### src/rtl/main.sv
// main -- drift-tube hit acquisition with a trigger-opened time window and
// an event FIFO read out through a slow, asynchronously sampled read strobe.
//
// Optional feature: define HEADER_WORD_EN to prefix every accepted trigger
// with a header word {1'b1, event_number[14:0]}.
//
// Hit word format: {1'b0, wire[4:0], time[9:0]}.
// Wire numbering: TUBE3A -> 0..7, TUBE3B -> 8..15, TUBE4A -> 16..23,
// TUBE4B -> 24..31.
module main #(
  parameter int unsigned WINDOW_CYCLES = 400,
  parameter int unsigned FIFO_DEPTH    = 16
) (
  input  logic        clk100,
  input  logic        rst,
  input  logic        SCIN_COIN,
  input  logic [7:0]  TUBE3A,
  input  logic [7:0]  TUBE3B,
  input  logic [7:0]  TUBE4A,
  input  logic [7:0]  TUBE4B,
  input  logic        RD_CLK,
  input  logic        RD_EN,
  output logic [15:0] OTUBE,
  output logic        RD_EMPTY,
  output logic        RD_VALID,
  output logic        overflowLight
);

  localparam int unsigned AW       = $clog2(FIFO_DEPTH);
  localparam logic [9:0]  LAST_CNT = 10'(WINDOW_CYCLES - 1);

  // Positions of the non-wire inputs inside the synchronizer vector.
  localparam int unsigned TRIG_BIT  = 32;
  localparam int unsigned RDCLK_BIT = 33;
  localparam int unsigned RDEN_BIT  = 34;

  typedef enum logic [1:0] {
    ST_IDLE,
    ST_WINDOW,
    ST_FLUSH
  } state_t;

  // ---------------------------------------------------------------------
  // Input synchronization and edge detection
  // ---------------------------------------------------------------------
  logic [34:0] async_in;
  logic [34:0] meta_q;
  logic [34:0] sync_q;
  logic [33:0] prev_q;

  logic [31:0] wire_edge;
  logic        trig_edge;
  logic        rd_edge;
  logic        rd_en_s;

  assign async_in = {RD_EN, RD_CLK, SCIN_COIN, TUBE4B, TUBE4A, TUBE3B, TUBE3A};

  // Two-flop synchronizers plus a delayed copy for rising-edge detection;
  // every input sees the same latency so trigger/wire timing is preserved.
  always_ff @(posedge clk100 or posedge rst) begin
    if (rst) begin
      meta_q <= '0;
      sync_q <= '0;
      prev_q <= '0;
    end else begin
      meta_q <= async_in;
      sync_q <= meta_q;
      prev_q <= sync_q[33:0];
    end
  end

  assign wire_edge = sync_q[31:0] & ~prev_q[31:0];
  assign trig_edge = sync_q[TRIG_BIT] & ~prev_q[TRIG_BIT];
  assign rd_edge   = sync_q[RDCLK_BIT] & ~prev_q[RDCLK_BIT];
  assign rd_en_s   = sync_q[RDEN_BIT];

  // ---------------------------------------------------------------------
  // Acquisition window
  // ---------------------------------------------------------------------
  state_t      state_q;
  logic [9:0]  cnt_q;
  logic [31:0] pending_q;
  logic [31:0] pending_d;

  logic        hit_found;
  logic [4:0]  hit_idx;
  logic        hit_take;
  logic        wr_req;
  logic [15:0] wr_word;

`ifdef HEADER_WORD_EN
  logic [14:0] evt_q;
  logic        hdr_req;

  assign hdr_req = (state_q == ST_IDLE) && trig_edge;
`endif

  // Lowest-index pending wire is the one written this cycle.
  always_comb begin
    hit_found = 1'b0;
    hit_idx   = '0;
    for (int unsigned i = 0; i < 32; i++) begin
      if (!hit_found && pending_q[i]) begin
        hit_found = 1'b1;
        hit_idx   = 5'(i);
      end
    end
  end

  // Select the word offered to the FIFO; a header pre-empts any hit.
  always_comb begin
    wr_req   = 1'b0;
    wr_word  = '0;
    hit_take = 1'b0;
    if (hit_found) begin
      wr_req   = 1'b1;
      hit_take = 1'b1;
      wr_word  = {1'b0, hit_idx, cnt_q};
    end
`ifdef HEADER_WORD_EN
    if (hdr_req) begin
      wr_req   = 1'b1;
      hit_take = 1'b0;
      wr_word  = {1'b1, evt_q};
    end
`endif
  end

  // Pending set: clear the wire just written, add new edges while in window.
  always_comb begin
    pending_d = pending_q;
    if (hit_take) begin
      pending_d[hit_idx] = 1'b0;
    end
    if (state_q == ST_WINDOW) begin
      pending_d = pending_d | wire_edge;
    end
  end

  // Window sequencing; after the window the counter parks at 1023 while
  // leftover pending hits drain, so late hits carry the saturated time.
  always_ff @(posedge clk100 or posedge rst) begin
    if (rst) begin
      state_q   <= ST_IDLE;
      cnt_q     <= '0;
      pending_q <= '0;
`ifdef HEADER_WORD_EN
      evt_q     <= '0;
`endif
    end else begin
      pending_q <= pending_d;
      case (state_q)
        ST_IDLE: begin
          if (trig_edge) begin
            state_q <= ST_WINDOW;
            cnt_q   <= '0;
`ifdef HEADER_WORD_EN
            evt_q   <= evt_q + 15'd1;
`endif
          end
        end
        ST_WINDOW: begin
          if (cnt_q == LAST_CNT) begin
            if (pending_d != '0) begin
              state_q <= ST_FLUSH;
              cnt_q   <= '1;
            end else begin
              state_q <= ST_IDLE;
              cnt_q   <= '0;
            end
          end else begin
            cnt_q <= cnt_q + 10'd1;
          end
        end
        ST_FLUSH: begin
          if (pending_d == '0) begin
            state_q <= ST_IDLE;
            cnt_q   <= '0;
          end
        end
        default: begin
          state_q <= ST_IDLE;
          cnt_q   <= '0;
        end
      endcase
    end
  end

  // ---------------------------------------------------------------------
  // Event FIFO and read port
  // ---------------------------------------------------------------------
  logic [15:0] mem_q [FIFO_DEPTH];
  logic [AW:0] wr_ptr_q;
  logic [AW:0] rd_ptr_q;
  logic [AW:0] wr_ptr_d;
  logic [AW:0] rd_ptr_d;
  logic        fifo_nonempty;
  logic        fifo_full;
  logic        pop;
  logic        push;
  logic        empty_q;
  logic        ovf_q;
  logic [15:0] otube_q;
  logic        valid_q;

  // A pop in the same cycle frees the slot, so a write into a full FIFO
  // still succeeds then.
  always_comb begin
    fifo_nonempty = (wr_ptr_q != rd_ptr_q);
    fifo_full     = (wr_ptr_q[AW] != rd_ptr_q[AW]) &&
                    (wr_ptr_q[AW-1:0] == rd_ptr_q[AW-1:0]);
    pop           = rd_edge && rd_en_s && fifo_nonempty;
    push          = wr_req && (!fifo_full || pop);
    wr_ptr_d      = push ? (wr_ptr_q + (AW+1)'(1)) : wr_ptr_q;
    rd_ptr_d      = pop  ? (rd_ptr_q + (AW+1)'(1)) : rd_ptr_q;
  end

  // Storage array; contents are meaningless until written.
  always_ff @(posedge clk100) begin
    if (push) begin
      mem_q[wr_ptr_q[AW-1:0]] <= wr_word;
    end
  end

  // Pointers, status flags and the registered read word.
  always_ff @(posedge clk100 or posedge rst) begin
    if (rst) begin
      wr_ptr_q <= '0;
      rd_ptr_q <= '0;
      empty_q  <= 1'b1;
      ovf_q    <= 1'b0;
      otube_q  <= '0;
      valid_q  <= 1'b0;
    end else begin
      wr_ptr_q <= wr_ptr_d;
      rd_ptr_q <= rd_ptr_d;
      empty_q  <= (wr_ptr_d == rd_ptr_d);
      if (wr_req && fifo_full && !pop) begin
        ovf_q <= 1'b1;
      end
      if (rd_edge && rd_en_s) begin
        if (fifo_nonempty) begin
          otube_q <= mem_q[rd_ptr_q[AW-1:0]];
          valid_q <= 1'b1;
        end else begin
          valid_q <= 1'b0;
        end
      end
    end
  end

  assign OTUBE         = otube_q;
  assign RD_EMPTY      = empty_q;
  assign RD_VALID      = valid_q;
  assign overflowLight = ovf_q;

endmodule

### config.mk
export PLATFORM = sky130hd
export DESIGN_NAME = main
export DESIGN_NICKNAME = d
export VERILOG_FILES = /design/src/rtl/main.sv
export SDC_FILE = /design/constraint.sdc
export NUM_CORES = 1
export LEC_CHECK = 0
export CORE_MARGIN = 2
export CORE_UTILIZATION = 55
export DETAILED_ROUTE_END_ITERATION = 10
export GPL_TIMING_DRIVEN = 0
export PLACE_DENSITY = 0.73
export SLEW_MARGIN = 5
export SYNTH_ARGS = -nofsm -noshare
export SYNTH_HDL_FRONTEND = slang
export SYNTH_SLANG_ARGS = --single-unit
### constraint.sdc
create_clock -name clk100 -period 9.6 [get_ports clk100]
set_input_delay 0.96 -clock clk100 [delete_from_list [all_inputs] [get_ports clk100]]
set_output_delay 0.96 -clock clk100 [all_outputs]
set_load 0.05 [all_outputs]
### Yosys cells after proc, flatten, opt, wreduce, memory -nomap -nowiden

Memory sizes are Yosys's and may differ from the RTL's. A register that Yosys moved wholly into a read port is not among the register bits.
Cells that the tools add are included.

* $add $sub $neg: 3
* multipliers: 0
* divide/modulo/power cells: 0
* $lt $le $gt $ge: 2
* equal/unequal tests: 10
* shift-type cells: 0
* muxes and demuxes: 84
* bitwise gates (word level): 9
* reductions and logical operators: 78

Operator list (count)
* 2-to-1 mux 5 bit: 32
* bitwise AND 32 bit: 2
* 2-to-1 mux 32 bit: 2
* NOT 32 bit: 2
* 2-to-1 mux 10 bit: 4
* logical AND 1 bit: 38
* 2-to-1 mux 1 bit: 38
* logical NOT 1 bit: 33
* logical NOT 32 bit: 1
* OR 32 bit: 1
* nonzero test 32 bit: 1
* case mux 10 bit (3 select lines): 1
* 2-to-1 mux 15 bit: 1
* adder 10 x 1 -> 10 bit, second input constant: 1
* adder 5 x 1 -> 5 bit, second input constant: 2
* equality test 10 x 9 -> 1 bit, second input constant: 1
* 2-to-1 mux 2 bit: 4
* < comparator 5 x 6 -> 1 bit, second input constant: 1
* case mux 2 bit (3 select lines): 1
* demux 1 bit (select 5 bit): 1
* equality test 5 bit: 1
* >= comparator 5 x 1 -> 1 bit, second input constant: 1
* != test 5 bit: 1
* equality test 4 bit: 1
* other kinds (11): 15

* register bits after elaboration: 177
* latch bits: 0
* memory bits (writable): 240
* memory bits (read-only): 0
* input bits: 37
* output and inout bits: 19
* logic and storage cells: 199
* memories: 1

Memory list
* mem_q: depth 16, bits a word 15, read ports 1, clocked after Yosys merged registers in 1, wr ports 1, line 192 `logic [15:0] mem_q [FIFO_DEPTH];`

### Logic depth before layout (Yosys ltp)

Gate-level depths: netlist of run 1.

* depth in word-level cells: 107
* gate-level depth with buffers: 10
* gate-level depth less buffers: 8

### Worst setup path after synthesis of run 1

OpenSTA, ideal clock, no wires.

* path type: flip-flop to flip-flop
* from: register pending_q[16]
* to: register empty_q, in the netlist RD_EMPTY
* library setup time: 0.096 ns
* data arrival time: 3.898 ns
* data required time: 9.504 ns
* setup slack: 5.606 ns
* stages on the path, launching flop included: 11
* buffers on the path: 3
* clock period less this slack: 3.994 ns
* cells stage by stage: dfrtp_1 -> clkbuf_1 -> or4_1 -> clkbuf_1 -> nor4b_1 -> and4_1 -> clkbuf_1 -> nor4b_1 -> xor2_1 -> xor2_1 -> nor4_1

* word-level cells in the longest chain between the ends: 51

RTL lines
* from (decl): line 82 `logic [31:0] pending_q;`
* from (signal assigned): line 151 `pending_q <= pending_d;`
* logical AND 1 bit *: line 103 `if (!hit_found && pending_q[i]) begin`
* 2-to-1 mux 1 bit *: line 103
* logical NOT 1 bit: line 103
* logical AND 1 bit: line 103
* 2-to-1 mux 1 bit *: line 103
* logical NOT 1 bit: line 103
* logical AND 1 bit: line 103
* 2-to-1 mux 1 bit *: line 103
* [36 not listed]
* logical NOT 1 bit: line 103
* logical AND 1 bit: line 103
* 2-to-1 mux 1 bit *: line 103
* 2-to-1 mux 1 bit *: line 115 `if (hit_found) begin`
* logical AND 1 bit *: line 213 `push = wr_req && (!fifo_full || pop);`
* 2-to-1 mux 5 bit *: line 214 `wr_ptr_d = push ? (wr_ptr_q + (AW+1)'(1)) : wr_ptr_q;`
* net wr_ptr_d[4]: line 195 `logic [AW:0] wr_ptr_d;`
* equality test 5 bit *: line 237 `empty_q <= (wr_ptr_d == rd_ptr_d);`
* to (signal assigned): line 237
* to (decl): line 201 `logic empty_q;`

Mark *: on every way through the listed nets, which the timed path passes. The rest lies on a longest branch.
A chain may end at the register's enable or synchronous reset.

### Worst setup path in the final report of run 1

* from: register pending_q[5]
* to: register cnt_q[1]

* word-level cells in the longest chain between the ends: 93
* elaborated cells on any way between the ends: 125
* those cells by class: 2 x order compare; 1 x eq/ne; 62 x mux; 3 x bitwise; 57 x reduce/logical

RTL lines
* logical AND 1 bit: line 103
* 2-to-1 mux 1 bit: line 103
* logical NOT 1 bit: line 103
* logical AND 1 bit: line 103
* 2-to-1 mux 1 bit: line 103
* logical NOT 1 bit: line 103
* logical AND 1 bit: line 103
* 2-to-1 mux 1 bit: line 103
* [77 not listed]
* bitwise AND 32 bit (no source line)
* 2-to-1 mux 32 bit *: line 132 `if (hit_take) begin`
* OR 32 bit: line 136 `pending_d = pending_d | wire_edge;`
* 2-to-1 mux 32 bit *: line 135 `if (state_q == ST_WINDOW) begin`
* nonzero test 32 bit: line 164 `if (pending_d != '0) begin`
* 2-to-1 mux 10 bit: line 164
* 2-to-1 mux 10 bit: line 163 `if (cnt_q == LAST_CNT) begin`
* case mux 10 bit (3 select lines): line 152 `case (state_q)`
* to (signal assigned): line 172 `cnt_q <= cnt_q + 10'd1;`
* to (decl): line 81 `logic [9:0] cnt_q;`

Every way passes the cells marked *; elsewhere a longest branch is shown, timed or not.

==> results by group, run 1 <==
Outcome
  – Outcome: complete, no violations

Finish
  – Commonest non-fill, non-tap cell in the layout: edfxtp_1
  – Design Area, Final: 18700 sq um
  – # diodes: 0
  – Final core occ: 0.651
  – P&R area growth vs syn: 16.7%
  – Filler cells: 1950
  – Commonest cells after routing, fill and taps aside: edfxtp_1 (240), dfrtp_1 (175), mux4_2 (75)
  – Share of layout cells above drive strength 1: 0.198
  – Layout Nets: 1075

Yosys
  – Syn Inst Count: a little over 900
  – Yosys warning count: 0
  – #FFs+latches synth: 416
  – Asr flop ratio synth: 0.423
  – Synth top area cells: edfxtp_1 (45%), dfrtp_1 (27%), mux4_2 (11%)
  – Yosys top cell by area: edfxtp_1
  – Syn Std Cell Area: 16000 sq um
  – Seq/Total Area, Yosys: 0.726
  – Post-synthesis cell type count: just under 70
  – Top cell type's share of synthesized area: 0.450
  – Syn_nets: 959
  – Number of synthesized flops with an enable pin: 240
  – Synth Area per Inst: ~17 sq um
  – Synth Flop Type: edfxtp_1

Global route
  – Global route overflow: 0
  – First-pass GRT wire length: 51.9 mm
  – Largest net degree at the start of global routing: 95
  – Initial antenna violation count: 0
  – Vias in the first global route: 8805
  – Gr usage total: 0.227

Die
  – Die area: 30500 sq um
  – Starting density of the core: 0.557
  – Row Count: 62
  – Die Span X: 175 um
  – Ports: 56
  – Floorplan core area: roughly 29000 sq um
  – Die height: 175 um

Placement
  – GPL Wtd Cong: 0.858
  – Port Buffers: 54
  – Cell area after placement: between 15000 and 20000 sq um
  – Detail Placement HPWL: roughly 22 mm
  – Setup WS pre-CTS: between 5 and 6 ns

STA
  – Max-slew violations: 0
  – Peak Freq: ~240 MHz
  – Worst Tran Pin Value: roughly 1.1 ns
  – Crit path time final: between 4 and 5 ns
  – Final Worst Setup Slack: 5.35 ns
  – Clock skew: 0.0192 ns
  – Final setup viols: 0
  – RSZ-0062 raised after global routing: false
  – Fin crit share: 0.443
  – Final Hold Viols: 0
  – Slew headroom: 0.236
  – Sum Neg Setup Slack: 0 ns

Detailed routing
  – DRC viols: 0
  – Drt via density: 5.98
  – Drt initial violations: 914
  – WL per Instance: 22.9 um
  – Routed Antenna Nets: 0
  – Vias: 8658
  – Routed wire length: 33.1 mm
  – DR pass1 iterations: 7

Clock tree
  – CTS tree: built
  – CTS sink cnt: 416
  – H-tree Lvls: 2
  – Inserted Clock Buffers: 41
  – Root buffer cell: clkbuf_16
  – Setup bufs post-CTS: 0
  – Hold Buf Count CTS: 0
  – Gates resized, CTS repair: 0
  – Worst-Skew Late Latency: about 0.54 ns
  – Reg clk slew, reported paths: 0.06 ns
  – Longest Clk Path Bufs: 3

Pwr
  – Max VDD drop: 0.000149 V
  – Clock share of power: 0.279
  – Internal power consumption: 0.00385 W
  – Switch share: 0.304
  – Power per Cell Area: 296 nW/um^2
  – Lkg Pwr: 6.65 nW
  – Combinational power share: 0.289
  – P_sw: 0.00168 W
  – Flop pwr share: 0.432

Critical path
  – Setup CP Type: reg2reg
  – Worst Path Required: 9.99 ns
  – Buffers and inverters on the worst path: 2
  – CP Capture Type: flip-flop
  – Cell family with most CP delay: simple AND/OR/NAND/NOR gates
  – CP max-delay cell: nor4_1
  – Crit path DAT: roughly 4.6 ns
  – Cells along the critical path: clkbuf_1 > or4_1 > nor4_1 > clkbuf_1 > a32oi_1 > nor4_1 > nand3_1 > o21ai_4 > o211ai_2
  – CP Launch Type: flip-flop
  – Peak fanout along the critical path: 10
  – Slowest stage delay, CP: 0.83 ns

Hold path
  – HP Class: reg2reg

Job
  – Max Cap Viol: 0
[layout make-up]
type / count / area [sq um] / share of cell area
Buffer: 40 / 163 / 0.00871
Clock buffer: 59 / 1190 / 0.0635
Clock inverter: 15 / 128 / 0.00684
Inverter: 29 / 116 / 0.00623
Multi-Input combinational cell: 431 / 4180 / 0.224
Sequential cell: 416 / 11600 / 0.622
Tap cell: 384 / 480 / 0.0257
Timing Repair Buffer: 73 / 802 / 0.0430
[cells in the mapped netlist, types with 4 or more instances]
library cell / number
edfxtp_1: 240
dfrtp_1: 175
mux4_2: 75
nor2_1: 53
inv_1: 29
clkbuf_1: 28
nand2_1: 26
nor3_1: 26
o21ai_0: 24
a21oi_1: 17
mux2_2: 17
nor2b_1: 14
nand2b_1: 12
nor4_1: 12
xnor2_1: 12
nand3_1: 10
a22o_1: 9
a31oi_1: 9
buf_1: 9
o211ai_2: 9
nand4_1: 7
nor4bb_1: 7
or3_1: 7
or4_1: 7
ha_1: 6
nor3b_1: 5
nand3b_1: 4
xor2_1: 4
[per-layer routing]
metal	routed length, um	track usage
met4	843	0.0656
met2	16600	0.376
met5	0	0
met1	13300	0.316
met3	2320	0.0394
[final timing paths]
| path | slack, ns | depth (start not counted) | start | end |
|---|---|---|---|---|
| setup / recovery | 5.35 | 9 | pending_q[5] | cnt_q[1] |
| hold / removal | 0.34 | 0 | meta_q[8] | sync_q[8] |
| setup reg to reg | 5.35 | 9 | pending_q[5] | cnt_q[1] |
| hold reg to reg | 0.34 | 0 | meta_q[8] | sync_q[8] |
| max in group asynchronous | 7.83 | 3 | rst | sync_q[29] |
| min in group asynchronous | 0.94 | 2 | rst | meta_q[33] |
[state kept, by name, indices dropped and copies added (netlist names)]
signal	flops
pending_q	32
overflowLight	1
mem_q	240
state_q	2
prev_q	34
sync_q	35
RD_VALID	1
cnt_q	10
wr_ptr_q	5
rd_ptr_q	5
RD_EMPTY	1
OTUBE	15
meta_q	35
[worst register-to-register path, delay by kind of cell (launching register included)]
kind,cells,cell delay [ns]
AOI/OAI and AO/OA,3,0.77
DFF,1,0.38
buffers and inverters,2,0.67
and+or+nand+nor,4,2.29
[kinds of logic (layout without fill, tap and decap cells)]
family / Yosys count / after routing / share of synthesized area
XOR/XNOR: 18 / 18 / 0.0116
buffers and inverters: 69 / 216 / 0.0170
adder cells (fa/ha/maj): 6 / 6 / 0.00469
other: 1 / 1 / 0.000234
multiplexers: 92 / 92 / 0.118
AND/OR/NAND/NOR: 205 / 205 / 0.0712
flip-flops: 416 / 416 / 0.726
AO/OA/AOI/OAI: 109 / 109 / 0.0520
[metrics by stage]
stage               cells  hold WS, ns  power (W)
global route         1447        0.355    0.00576
floorplan             916        0.331    0.00345
finish               1447        0.344    0.00553
detailed placement   1373        0.335    0.00401
global placement     1354        0.331    0.00389
CTS                  1447        0.349    0.00556
[power by group through the flow]
stage / Sequential [W] / Clock, W / Combinational [W]
final: 0.00239 / 0.00154 / 0.00160
after global routing: 0.00241 / 0.00165 / 0.00170
after CTS: 0.00239 / 0.00157 / 0.00161
after detailed placement: 0.00242 / 0 / 0.00159
after global placement: 0.00241 / 0 / 0.00148
after floorplan: 0.00252 / 0 / 0.000930
No activity file was read; power rests on OpenSTA's default activity.
==> run 2, diff against run 1 <==
Settings changed: PLACE_DENSITY 0.73 to 0.76.
Clock period 9.6 ns to 3.55 ns, I/O delays scaled along.
==> run 2 against run 1 <==
Net effect: sequential cell count unchanged; cell area rose by 1.9%; die area stayed put; setup slack lost 5.3 ns; first-iteration DRC count grew 7.2%; non-clock buffer count up 14; critical path type unchanged; fmax is 20% higher; final cell count grew 1.1%; power grew to 2.8 times the previous value; wire length increased by 4.4%.
==> results by group, run 2 (synthesis results as in run 1) <==
Detailed routing
  – Routed wire length: 34.6 mm
  – Drt initial violations: between 900 and 1000
  – DR pass1 iterations: 6
  – DRC viols: 0
  – Routed Antenna Nets: 0
  – WL per Instance: 23.6 um
  – Vias: roughly 9000
  – Drt via density: between 6 and 7

Finish
  – Largest register FFs: between 200 and 250
  – Share of layout cells above drive strength 1: 0.233
  – Commonest cells after routing, fill and taps aside: edfxtp_1 (240), dfrtp_1 (171), mux4_2 (75)
  – Layout Nets: 1089
  – Commonest non-fill, non-tap cell in the layout: edfxtp_1
  – Final core occ: 0.663
  – P&R area growth vs syn: 18.9%
  – Filler cells: ~1900
  – # diodes: 0

Clock tree
  – Worst-Skew Late Latency: 0.54 ns
  – H-tree Lvls: 2
  – Root buffer cell: clkbuf_16
  – Longest Clk Path Bufs: 3
  – Hold Buf Count CTS: 0
  – CTS tree: built
  – Reg clk slew, reported paths: 0.06 ns
  – CTS sink cnt: 416
  – Inserted Clock Buffers: 41

Global route
  – Vias in the first global route: 9039
  – Largest net degree at the start of global routing: 44
  – Busiest grt layer: met2
  – M3 GR Usage: 0.0494
  – GR Layer Usage met2: 0.384
  – Initial antenna violation count: 0
  – Met1 GRT Util: 0.323
  – Global route overflow: 0
  – Gr usage total: 0.235
  – First-pass GRT wire length: around 53 mm

STA
  – Clock skew: 0.0182 ns
  – Crit path time final: 3.54 ns
  – Final setup viols: 0
  – Max-slew violations: 0
  – Worst Tran Pin Value: 1.12 ns
  – Peak Freq: 283 MHz
  – Final Hold Viols: 0
  – RSZ-0062 raised after global routing: true
  – Slew headroom: 0.251
  – Fin crit share: 0.997

Hold path
  – HP Class: in2reg

Die
  – Die height: 175 um
  – Die Span X: 175 um
  – Starting density of the core: 0.557
  – Ports: 56
  – Die area: approximately 30000 sq um
  – Floorplan core area: between 20000 and 30000 sq um
  – Row Count: 62

Critical path
  – Peak fanout along the critical path: 7
  – Reg2reg setup slack: 0.01 ns
  – CP Capture Type: flip-flop
  – CP Launch Type: flip-flop
  – Setup CP Type: reg2reg
  – Worst Path Required: 3.97 ns
  – Crit path DAT: 3.96 ns

Pwr
  – Lkg Pwr: 6.84 nW
  – Power per Cell Area: 799 nW/um^2
  – Power, Total: ~0.015 W
  – Max VDD drop: between 0.0004 and 0.0005 V

Job
  – Max Cap Viol: 0

Placement
  – Port Buffers: 54
  – GPL Wtd Cong: about 0.85
  – Detail Placement HPWL: roughly 22 mm

Outcome
  – Outcome: complete, no violations
==> run 2: cell types whose count changed in the layout (fill, tap and decap cells not counted), sizes merged <==
cell / before / now
bufinv: 1 / 3
clkbuf: 87 / 86
buf: 31 / 47
clkinvlp: 4 / 2
clkinv: 10 / 11
==> run 2: worst max-delay path: stages, from the launching register on <==
cell and delay (ns):
dfrtp_2 0.42, or4_4 0.54, buf_6 0.15, or4_4 0.57
or4_4 0.58, a2111oi_4 0.42, nand4b_4 0.22, o21ai_4 0.26
clkbuf_16 0.18, o211ai_2 0.06
==> run 2: worst paths after layout <==
kind / endpoint / from / cells past startpoint
hold reg to reg: sync_q[1] / meta_q[1] / 0
max in group asynchronous: RD_EMPTY / rst / 5
hold / removal: meta_q[20] / TUBE4A[4] / 1
min in group asynchronous: OTUBE[3] / rst / 2
setup reg to reg: cnt_q[3] / pending_q[2] / 9
setup / recovery: cnt_q[3] / pending_q[2] / 9
==> run 2: cell type report <==
type                            count  area [sq um]  area share
Clock inverter                     16           181     0.00953
Multi-Input combinational cell    431          4270       0.224
Buffer                             34           145     0.00763
Tap cell                          384           480      0.0252
Inverter                           29           113     0.00592
Sequential cell                   416         11600       0.611
Timing Repair Buffer               93          1060      0.0556
Clock buffer                       60          1160      0.0611
==> run 2: what timing repair did <==
| item | in CTS | in global routing |
|---|---|---|
| resized for setup | 13 | 17 |
| endpoints found under the setup margin | 455 | 170 |
| setup buffers | 3 | 10 |
| endpoints found under the hold margin | 0 | 0 |
| gates cloned | 0 | 1 |
| pin swaps | 3 | 8 |
==> run 2: metrics by stage <==
step / cells / hold slack [ns] / worst slack (ns) / setup TNS (ns) / cell area [sq um]
4_1_cts: 1456 / 0.232 / 0.000524 / 0 / 18900
3_5_place_dp: 1379 / 0.336 / -0.650 / -89.16 / 17500
2_1_floorplan: 916 / 0.331 / 0.110 / 0 / 16000
3_3_place_gp: 1354 / 0.331 / -1.40 / -286.42 / 17000
5_1_grt: 1463 / 0.233 / -0.104 / -1.63 / 19000
6_report: 1463 / 0.248 / 0.0118 / 0 / 19000
==> run 2: power by group <==
group / total (W) / internal, W / switching, W
logic: 0.00439 / 0.00188 / 0.00251
clock network: 0.00430 / 0.00251 / 0.00178
registers: 0.00652 / 0.00617 / 0.000352
==> run 2: metal layers <==
| layer | part of all wire | wire (um) |
|---|---|---|
| met5 | 0 | 0 |
| met4 | 0.030 | 1040 |
| met3 | 0.077 | 2680 |
| met2 | 0.50 | 17200 |
| met1 | 0.39 | 13600 |
==> run 3, diff against run 2 <==
==> constraint.sdc (replaced) <==
create_clock -name clk100 -period 3.55 [get_ports clk100]
set_input_delay 0.355 -clock clk100 [delete_from_list [all_inputs] [get_ports clk100]]
set_output_delay 0.355 -clock clk100 [all_outputs]
set_load 0.005 [all_outputs]
==> results of run 3 <==
Same layout as run 2 (identical final DEF). Status: complete, no violations.
Main changes from that run: total power 0.0152 W -> 0.0149 W; worst IR drop on VDD 0.000492 V -> 0.000491 V
